--- src/rtl/collision_event_scheduler_pkg.sv ---
// Shared types for the collision event scheduler.
//   event_code_t  : event type presented to the game controller
//   sched_state_t : scheduler state
//   NUM_BUBBLES_DEFAULT : default bubble object count
package game_pkg;

    typedef enum logic [1:0] {
        NONE       = 2'd0,
        CHAR_HIT   = 2'd1,
        BUBBLE_POP = 2'd2,
        ARROW_TOP  = 2'd3
    } event_code_t;

    typedef enum logic {
        COLLECT  = 1'b0,
        DISPATCH = 1'b1
    } sched_state_t;

    localparam int NUM_BUBBLES_DEFAULT = 4;

endpackage

--- src/rtl/collision_event_scheduler_if.sv ---
// Event handshake between the scheduler and the game controller.
//   eventValid  : an event is presented
//   eventReady  : controller accepts the current event
//   eventCode   : event type
//   eventBubble : bubble index for CHAR_HIT / BUBBLE_POP, 0 otherwise
// master = scheduler side, slave = game controller side.
interface collision_event_scheduler_if #(
    parameter int BIDX_W = 2
);
    logic                     eventValid;
    logic                     eventReady;
    game_pkg::event_code_t    eventCode;
    logic [BIDX_W-1:0]        eventBubble;

    modport master (
        output eventValid,
        output eventCode,
        output eventBubble,
        input  eventReady
    );

    modport slave (
        input  eventValid,
        input  eventCode,
        input  eventBubble,
        output eventReady
    );
endinterface

--- src/rtl/collision_event_scheduler_encoder.sv ---
// Lowest-set-bit encoder.
//   hits  : input hit vector (N bits)
//   found : at least one bit of hits is set
//   index : position of the lowest set bit (0 when none set)
module lowest_index_encoder #(
    parameter int N     = 4,
    parameter int IDX_W = (N > 1) ? $clog2(N) : 1
) (
    input  logic [N-1:0]     hits,
    output logic             found,
    output logic [IDX_W-1:0] index
);
    always_comb begin
        found = 1'b0;
        index = '0;
        // Scan downwards so the lowest set bit is the last one written.
        for (int i = N - 1; i >= 0; i--) begin
            if (hits[i]) begin
                found = 1'b1;
                index = IDX_W'(i);
            end
        end
    end
endmodule

--- src/rtl/collision_event_scheduler.sv ---
// Collision event scheduler.
// Accumulates single-pixel collision pulses over a video frame, snapshots
// them on startOfFrame, arbitrates down to at most one game event and hands
// it to the game controller over a valid/ready handshake. Also holds the
// character border-block levels for the whole next frame.
//   clk, reset      : pixel clock, synchronous active-high reset
//   startOfFrame    : one-cycle frame boundary pulse
//   charCrashLeft/Right, arrowHitTop : border collision pulses
//   bubbleHitChar, arrowHitBubble    : per-bubble collision pulses
//   evt             : event handshake (master side)
//   charBlockLeft/Right : movement block levels for the current frame
//   overrun         : pulse, an undelivered event was replaced by a new frame
//
// state    | meaning
// ---------+-----------------------------------------------------
// COLLECT  | no event pending, accumulating hits
// DISPATCH | one event presented on evt, waiting for eventReady
module collision_event_scheduler
    import game_pkg::*;
#(
    parameter int NUM_BUBBLES = NUM_BUBBLES_DEFAULT,
    parameter int BIDX_W      = (NUM_BUBBLES > 1) ? $clog2(NUM_BUBBLES) : 1
) (
    input  logic                   clk,
    input  logic                   reset,
    input  logic                   startOfFrame,
    input  logic                   charCrashLeft,
    input  logic                   charCrashRight,
    input  logic                   arrowHitTop,
    input  logic [NUM_BUBBLES-1:0] bubbleHitChar,
    input  logic [NUM_BUBBLES-1:0] arrowHitBubble,
    collision_event_scheduler_if.master evt,
    output logic                   charBlockLeft,
    output logic                   charBlockRight,
    output logic                   overrun
);
    sched_state_t           state;
    logic                   colLeft, colRight, colTop;
    logic [NUM_BUBBLES-1:0] colBubbleChar, colArrowBubble;

    logic                   eventValidQ;
    event_code_t            eventCodeQ;
    logic [BIDX_W-1:0]      eventBubbleQ;

    // Snapshot view: hits landing in the startOfFrame cycle still belong
    // to the frame that is ending.
    logic                   snapLeft, snapRight, snapTop;
    logic [NUM_BUBBLES-1:0] snapBubbleChar, snapArrowBubble;

    assign snapLeft        = colLeft | charCrashLeft;
    assign snapRight       = colRight | charCrashRight;
    assign snapTop         = colTop | arrowHitTop;
    assign snapBubbleChar  = colBubbleChar | bubbleHitChar;
    assign snapArrowBubble = colArrowBubble | arrowHitBubble;

    logic              charFound, popFound;
    logic [BIDX_W-1:0] charIdx, popIdx;

    lowest_index_encoder #(.N(NUM_BUBBLES), .IDX_W(BIDX_W)) charEnc (
        .hits  (snapBubbleChar),
        .found (charFound),
        .index (charIdx)
    );

    lowest_index_encoder #(.N(NUM_BUBBLES), .IDX_W(BIDX_W)) popEnc (
        .hits  (snapArrowBubble),
        .found (popFound),
        .index (popIdx)
    );

    // Arbitration: a lost life wipes the frame, one pop per arrow, and a
    // pop suppresses the arrow reaching the top.
    event_code_t       nextCode;
    logic [BIDX_W-1:0] nextIdx;

    always_comb begin
        nextCode = NONE;
        nextIdx  = '0;
        if (charFound) begin
            nextCode = CHAR_HIT;
            nextIdx  = charIdx;
        end else if (popFound) begin
            nextCode = BUBBLE_POP;
            nextIdx  = popIdx;
        end else if (snapTop) begin
            nextCode = ARROW_TOP;
        end
    end

    always_ff @(posedge clk) begin
        if (reset) begin
            state          <= COLLECT;
            colLeft        <= 1'b0;
            colRight       <= 1'b0;
            colTop         <= 1'b0;
            colBubbleChar  <= '0;
            colArrowBubble <= '0;
            eventValidQ    <= 1'b0;
            eventCodeQ     <= NONE;
            eventBubbleQ   <= '0;
            charBlockLeft  <= 1'b0;
            charBlockRight <= 1'b0;
            overrun        <= 1'b0;
        end else begin
            overrun <= 1'b0;
            if (startOfFrame) begin
                colLeft        <= 1'b0;
                colRight       <= 1'b0;
                colTop         <= 1'b0;
                colBubbleChar  <= '0;
                colArrowBubble <= '0;
                charBlockLeft  <= snapLeft;
                charBlockRight <= snapRight;
                // Ready in the boundary cycle still counts as a delivery.
                overrun        <= (state == DISPATCH) && !evt.eventReady;
                eventCodeQ     <= nextCode;
                eventBubbleQ   <= nextIdx;
                if (nextCode != NONE) begin
                    state       <= DISPATCH;
                    eventValidQ <= 1'b1;
                end else begin
                    state       <= COLLECT;
                    eventValidQ <= 1'b0;
                end
            end else begin
                colLeft        <= snapLeft;
                colRight       <= snapRight;
                colTop         <= snapTop;
                colBubbleChar  <= snapBubbleChar;
                colArrowBubble <= snapArrowBubble;
                if (state == DISPATCH && evt.eventReady) begin
                    state        <= COLLECT;
                    eventValidQ  <= 1'b0;
                    eventCodeQ   <= NONE;
                    eventBubbleQ <= '0;
                end
            end
        end
    end

    assign evt.eventValid  = eventValidQ;
    assign evt.eventCode   = eventCodeQ;
    assign evt.eventBubble = eventBubbleQ;
endmodule

--- src/flat_wrapper.sv ---
// flat-port wrapper written by rule: the top's interface ports become plain ports
module collision_event_scheduler_flat import game_pkg::*;
#(
    parameter int NUM_BUBBLES = NUM_BUBBLES_DEFAULT,
    parameter int BIDX_W      = (NUM_BUBBLES > 1) ? $clog2(NUM_BUBBLES) : 1
)
  (clk, reset, startOfFrame, charCrashLeft, charCrashRight, arrowHitTop, bubbleHitChar, arrowHitBubble, charBlockLeft, charBlockRight, overrun, evt_eventValid, evt_eventCode, evt_eventBubble, evt_eventReady);
  collision_event_scheduler_if #(.BIDX_W(BIDX_W)) evt_i ();
  input  logic clk;
  input  logic reset;
  input  logic startOfFrame;
  input  logic charCrashLeft;
  input  logic charCrashRight;
  input  logic arrowHitTop;
  input  logic [NUM_BUBBLES-1:0] bubbleHitChar;
  input  logic [NUM_BUBBLES-1:0] arrowHitBubble;
  output logic charBlockLeft;
  output logic charBlockRight;
  output logic overrun;
  output wire logic [$bits(evt_i.eventValid)-1:0] evt_eventValid;
  output wire logic [$bits(evt_i.eventCode)-1:0] evt_eventCode;
  output wire logic [$bits(evt_i.eventBubble)-1:0] evt_eventBubble;
  input wire logic [$bits(evt_i.eventReady)-1:0] evt_eventReady;
  assign evt_eventValid = evt_i.eventValid;
  assign evt_eventCode = evt_i.eventCode;
  assign evt_eventBubble = evt_i.eventBubble;
  assign evt_i.eventReady = evt_eventReady;
  collision_event_scheduler #(.NUM_BUBBLES(NUM_BUBBLES), .BIDX_W(BIDX_W)) u_core (.clk(clk), .reset(reset), .startOfFrame(startOfFrame), .charCrashLeft(charCrashLeft), .charCrashRight(charCrashRight), .arrowHitTop(arrowHitTop), .bubbleHitChar(bubbleHitChar), .arrowHitBubble(arrowHitBubble), .evt(evt_i), .charBlockLeft(charBlockLeft), .charBlockRight(charBlockRight), .overrun(overrun));
endmodule
--- config.mk ---
export PLATFORM = sky130hd
export DESIGN_NAME = collision_event_scheduler_flat
export DESIGN_NICKNAME = d
export VERILOG_FILES = /design/src/rtl/collision_event_scheduler_pkg.sv /design/src/rtl/collision_event_scheduler_if.sv /design/src/rtl/collision_event_scheduler_encoder.sv /design/src/rtl/collision_event_scheduler.sv /design/src/flat_wrapper.sv
export SDC_FILE = /design/constraint.sdc
export NUM_CORES = 1
export LEC_CHECK = 0
export ABC_AREA = 1
export BUFFER_PORTS_ARGS = -buffer_cell sky130_fd_sc_hd__buf_2
export CAP_MARGIN = 10
export CORE_MARGIN = 4
export CORE_UTILIZATION = 33
export DETAILED_ROUTE_END_ITERATION = 10
export PLACE_DENSITY = 0.54
export SKIP_LAST_GASP = 1
export SYNTH_ARGS = -nofsm -noshare
export SYNTH_HDL_FRONTEND = slang
export SYNTH_HIERARCHICAL = 1
export SYNTH_SLANG_ARGS = --single-unit
--- constraint.sdc ---
create_clock -name clk -period 2 [get_ports clk]
set_clock_uncertainty 0.1 [all_clocks]
set_input_delay 0.3 -clock clk [delete_from_list [all_inputs] [get_ports clk]]
set_output_delay 0.3 -clock clk [all_outputs]
set_load 0.02 [all_outputs]
* Yosys cells after proc, flatten, opt, wreduce, memory -nomap -nowiden
Index checks and enable logic that the tools add are counted.
** Operators by class
- Muxes and demuxes :: 27
- Bitwise logic cells :: 6
- Reduce and logical (&&, ||, !) cells :: 7
** Operator list (number)
- $mux 2 :: 16
- $mux 1 :: 11
- $or 4x4->4 :: 2
- $reduce_bool 2->1 :: 2
- $reduce_or 2->1 :: 2
- $or 1x1->1 :: 3
- $logic_and 1x1->1 :: 2
- $logic_not 1->1 :: 1
- $not 1->1 :: 1
** Storage, ports and cells
- Bits in registers :: 19
- Input port bits :: 15
- Output and inout bits :: 8

* Depth between registers and ports, before layout
- Word-level depth :: 10
- Mapped depth :: 9
- Depth with buffers taken out :: 9

* Hierarchy
The synthesis kept the hierarchy.
** Modules (own cells, without submodules)
- collision_event_scheduler :: times used 1, cells an instance 96, area each 728.2 µm², sequential area each 380.4 µm²
- lowest_index_encoder :: times used 2, cells an instance 8, area each 36.3 µm², sequential area each 0.0 µm²

* Worst setup path before layout
No wires, ideal clock.
- Path kind :: input -> register
- Start :: input bubbleHitChar[2]
- End :: register u_core.eventValidQ (netlist: u_core/evt.eventValid)
- Library setup time :: 0.116 ns
- Arrival time :: 0.921 ns
- Path slack :: 0.863 ns
- Stages on the path :: 8
- Path buffers :: 0
- Cells stage by stage :: inv_1 > nand2_1 > nor2_1 > nand2_1 > inv_1 > nand3_1 > nand2_1 > a21oi_1
** Between the ends
- Cells in the longest elaborated chain, start to end :: 8
** Ends and longest elaborated chain
- start, declared :: RTL line flat_wrapper.sv:15 : input logic [NUM_BUBBLES-1:0] bubbleHitChar;
- $or 4x4->4 :: RTL line collision_event_scheduler.sv:53 : assign snapBubbleChar = colBubbleChar | bubbleHitChar;
- via u_core.snapBubbleChar[2] :: RTL line collision_event_scheduler.sv:48 : logic [NUM_BUBBLES-1:0] snapBubbleChar, snapArrowBubble;
- $mux 1 (3 in series) :: RTL line collision_event_scheduler_encoder.sv:18 : if (hits[i]) begin
- via u_core.charFound :: RTL line collision_event_scheduler.sv:56 : logic charFound, popFound;
- $mux 2 :: RTL line collision_event_scheduler.sv:79 : if (charFound) begin
- $reduce_bool 2->1 :: RTL line collision_event_scheduler.sv:118 : if (nextCode != NONE) begin
- $mux 1 :: RTL line collision_event_scheduler.sv:118
- $mux 1 :: RTL line collision_event_scheduler.sv:106 : if (startOfFrame) begin
- end signal, assigned :: RTL line collision_event_scheduler.sv:120 : eventValidQ <= 1'b1;
- end signal, assigned :: RTL line collision_event_scheduler.sv:123 : eventValidQ <= 1'b0;
- end signal, assigned :: RTL line collision_event_scheduler.sv:133 : eventValidQ <= 1'b0;
- end, declared :: RTL line collision_event_scheduler.sv:41 : logic eventValidQ;
The timed path passes the listed nets, and every way through them passes these cells.
A chain may end at the register's enable or synchronous reset.

* Final worst setup path
- Start :: register u_core.eventValidQ (netlist: u_core/evt.eventValid)
- End :: output evt_eventValid
** RTL lines
- start signal, assigned :: RTL line collision_event_scheduler.sv:98 : eventValidQ <= 1'b0;
- start signal, assigned :: RTL line collision_event_scheduler.sv:120
- start signal, assigned :: RTL line collision_event_scheduler.sv:123
- end, declared :: RTL line flat_wrapper.sv:20 : output wire logic [$bits(evt_i.eventValid)-1:0] evt_eventValid;
No word-level cell between the ends.

==> results.json <==
{
  "maxSlewViolCount": 0,
  "place_area_sq_um": 934.6,
  "synth_top_family_by_area": "simple AND/OR/NAND/NOR gates",
  "final_area_sq_um": 960.9,
  "floorplan.die_area_sq_mm": 0.003279,
  "outcome": "complete, no violations",
  "synth.area.mux_share": 0,
  "cp.depth": 1,
  "totalWireLength_mm": 1.492,
  "r2r_cells": 9,
  "setup_slack_ps": 732.6,
  "synth_adder_area_share": 0,
  "ant_nets": 0,
  "powerDensity_mw_per_mm2": 720.4,
  "worstSetupEndpointType": "primary output",
  "p_sw_w": 0.0001817,
  "clock-sinks": 19,
  "hold_path_depth": 2,
  "internal_power_w": 0.0005105,
  "pin_count": 23,
  "yosysWarnings": 6,
  "synth_top_area_frac": 0.4750,
  "grt_antenna_before_repair": 0,
  "dpl.hpwl_mm": 1.207,
  "cap_violations": 0,
  "cts_buffers": 3,
  "setup_viol_count_final": 0,
  "crit_type": "flop to primary output",
  "pwr-share-seq": 0.583,
  "vias": 716,
  "drt_pass1_iterations": 3,
  "nFillCells": 272,
  "synth_seq_cells": 19,
  "path_max_fanout": 4,
  "remaining_drc_errors": 0,
  "period_needed_ps": 1267,
  "multi_input_area_sq_um": 315.3,
  "grt_usage": 0.1054,
  "place_ws_ps": 664.2,
  "utilization": 0.4262,
  "die_h_um": 57.26,
  "synth_compound_area_frac": 0.1203,
  "register_area_sq_um": 380.4,
  "clock_path_buffers": 2,
  "drt_iter0_markers": 4,
  "area_growth_syn_to_layout_pct": 20.00,
  "syn_area_per_cell_sq_um": 7.150,
  "rsz0062_at_grt": "no",
  "rows": 17,
  "synthesis.area_sq_um": 800.8,
  "cp_cell_sequence": "buf_2",
  "insertion_delay_ps": 290,
  "total_power_w": 0.0006922,
  "root_buffer": "clkbuf_4",
  "hold_class": "input port to flop",
  "post_drt_wl_per_cell_um": 9.042,
  "cts_tree": "built",
  "p_leak_nw": 0.5148,
  "drive_gt1_frac": 0.2482,
  "cp_slowest_stage_delay_ps": 390,
  "slew_headroom": 0.8306,
  "vias_per_cell": 4.339,
  "grt_pass1_vias": 675,
  "synthesis.instances": 112,
  "setup-tns-final_ps": 0,
  "grt_pass1_wl_mm": 2.739,
  "switching_share": 0.2625,
  "h-tree-depth": 1,
  "worst_slew_pin_slew_ps": 253.2,
  "critPathTopFamily": "flip-flops",
  "overflow": 0,
  "cts_resized": 0,
  "yosys.area_share.xor_xnor": 0,
  "cp_slowest_cell": "dfxtp_1",
  "synth_simple_gate_area_frac": 0.2734,
  "core_region_area_sq_mm": 0.002255,
  "synth_cell_types": 14,
  "grt_max_degree": 12,
  "clockPowerShare": 0.274,
  "post_cts_buffers": 0,
  "fin_nets": 153,
  "yosysSeqAreaShare": 0.4750,
  "start_kind": "flop",
  "diodes": 0,
  "ir_worst_vdd_v": 0.0004227,
  "yosys-top-cells-area": "dfxtp_1, nand2_1, inv_1",
  "start_util": 0.3552,
  "die_x_um": 57.26,
  "finalCritPeriodShare": 0.6337,
  "power_frac_comb": 0.143,
  "synth_nets": 127,
  "arrival_ps": 870,
  "port_buffers": 22,
  "clk_pin_slew_ps": 110,
  "hold_violations": 0,
  "worst-path-buf-inv": 1,
  "fmax_mhz": 789.0,
  "yosysTopAreaCell": "dfxtp_1",
  "postCtsHoldBufs": 0,
  "routabilityCongestion": 0.7693,
  "crit_required_ps": 1600
}
## path summary, 6_finish.rpt
| kind | from | endpoint | slack (ps) |
|---|---|---|---|
| min reg2reg | u_core/colArrowBubble[2] | u_core/colArrowBubble[2] | 360 |
| min | evt_eventReady | u_core/overrun | 90 |
| max | u_core/evt.eventValid | evt_eventValid | 730 |
| max reg2reg | u_core/colBubbleChar[2] | u_core/evt.eventBubble[1] | 750 |
## cells in the final DEF, fill, tap and decap left out, drive strengths merged
cell / instances
dfxtp: 19
buf: 22
clkbuf: 4
nand2: 28
o21ai: 2
a21oi: 15
nor2: 11
inv: 25
nor3: 2
nand3: 8
nor3b: 1
## power groups by stage
| stage | Sequential [W] | Combinational (W) | Clock [W] |
|---|---|---|---|
| finish | 0.000403 | 0.0000988 | 0.000190 |
| global route | 0.000406 | 0.000114 | 0.000226 |
| CTS | 0.000404 | 0.000101 | 0.000204 |
| detailed placement | 0.000412 | 0.000100 | 0 |
| global placement | 0.000412 | 0.0000981 | 0 |
| floorplan | 0.000421 | 0.0000575 | 0 |
## kinds of logic after synthesis
kind of cell,Yosys count
AO/OA/AOI/OAI,17
buffers and inverters,26
flip-flops,19
AND/OR/NAND/NOR,50
## cell usage after synthesis, drive strengths merged
master  instances
nand2          28
inv            25
dfxtp          19
a21oi          15
nor2           11
nand3           8
nor3            2
o21ai           2
buf             1
nor3b           1
## per-layer routing
metal  vias up  GRT usage  routed length, um  share of wire
li1        388          -                  -              -
met1       312     0.1269                702           0.47
met2        14     0.1680                682           0.46
met3         2    0.04977                 92          0.062
met4         0    0.02980                 14         0.0094
met5         -          0                  0              0
## registers in the layout (all words and copies together) (netlist names)
signal and flops:
u_core/colTop 1, u_core/colArrowBubble 4, u_core/evt.eventValid 1, u_core/colLeft 1, u_core/colRight 1, u_core/evt.eventCode 2
u_core/colBubbleChar 4, u_core/overrun 1, u_core/charBlockRight 1, u_core/evt.eventBubble 2, u_core/charBlockLeft 1
## final cells by class
cell class,instances,share of cell area
clock buffers,4,0.02734
well taps,28,0.03646
repair buffers,22,0.1146
multi-input cells,67,0.3281
inverters,25,0.09766
flip-flops and latches,19,0.3958
## through the flow
step	hold WS (ps)	instances
floorplan	269.1	112
global placement	343.0	161
detailed placement	349.4	161
CTS	80.76	165
global route	64.75	165
finish	94.93	165
Note: power is estimated with default switching activity, not from simulation.
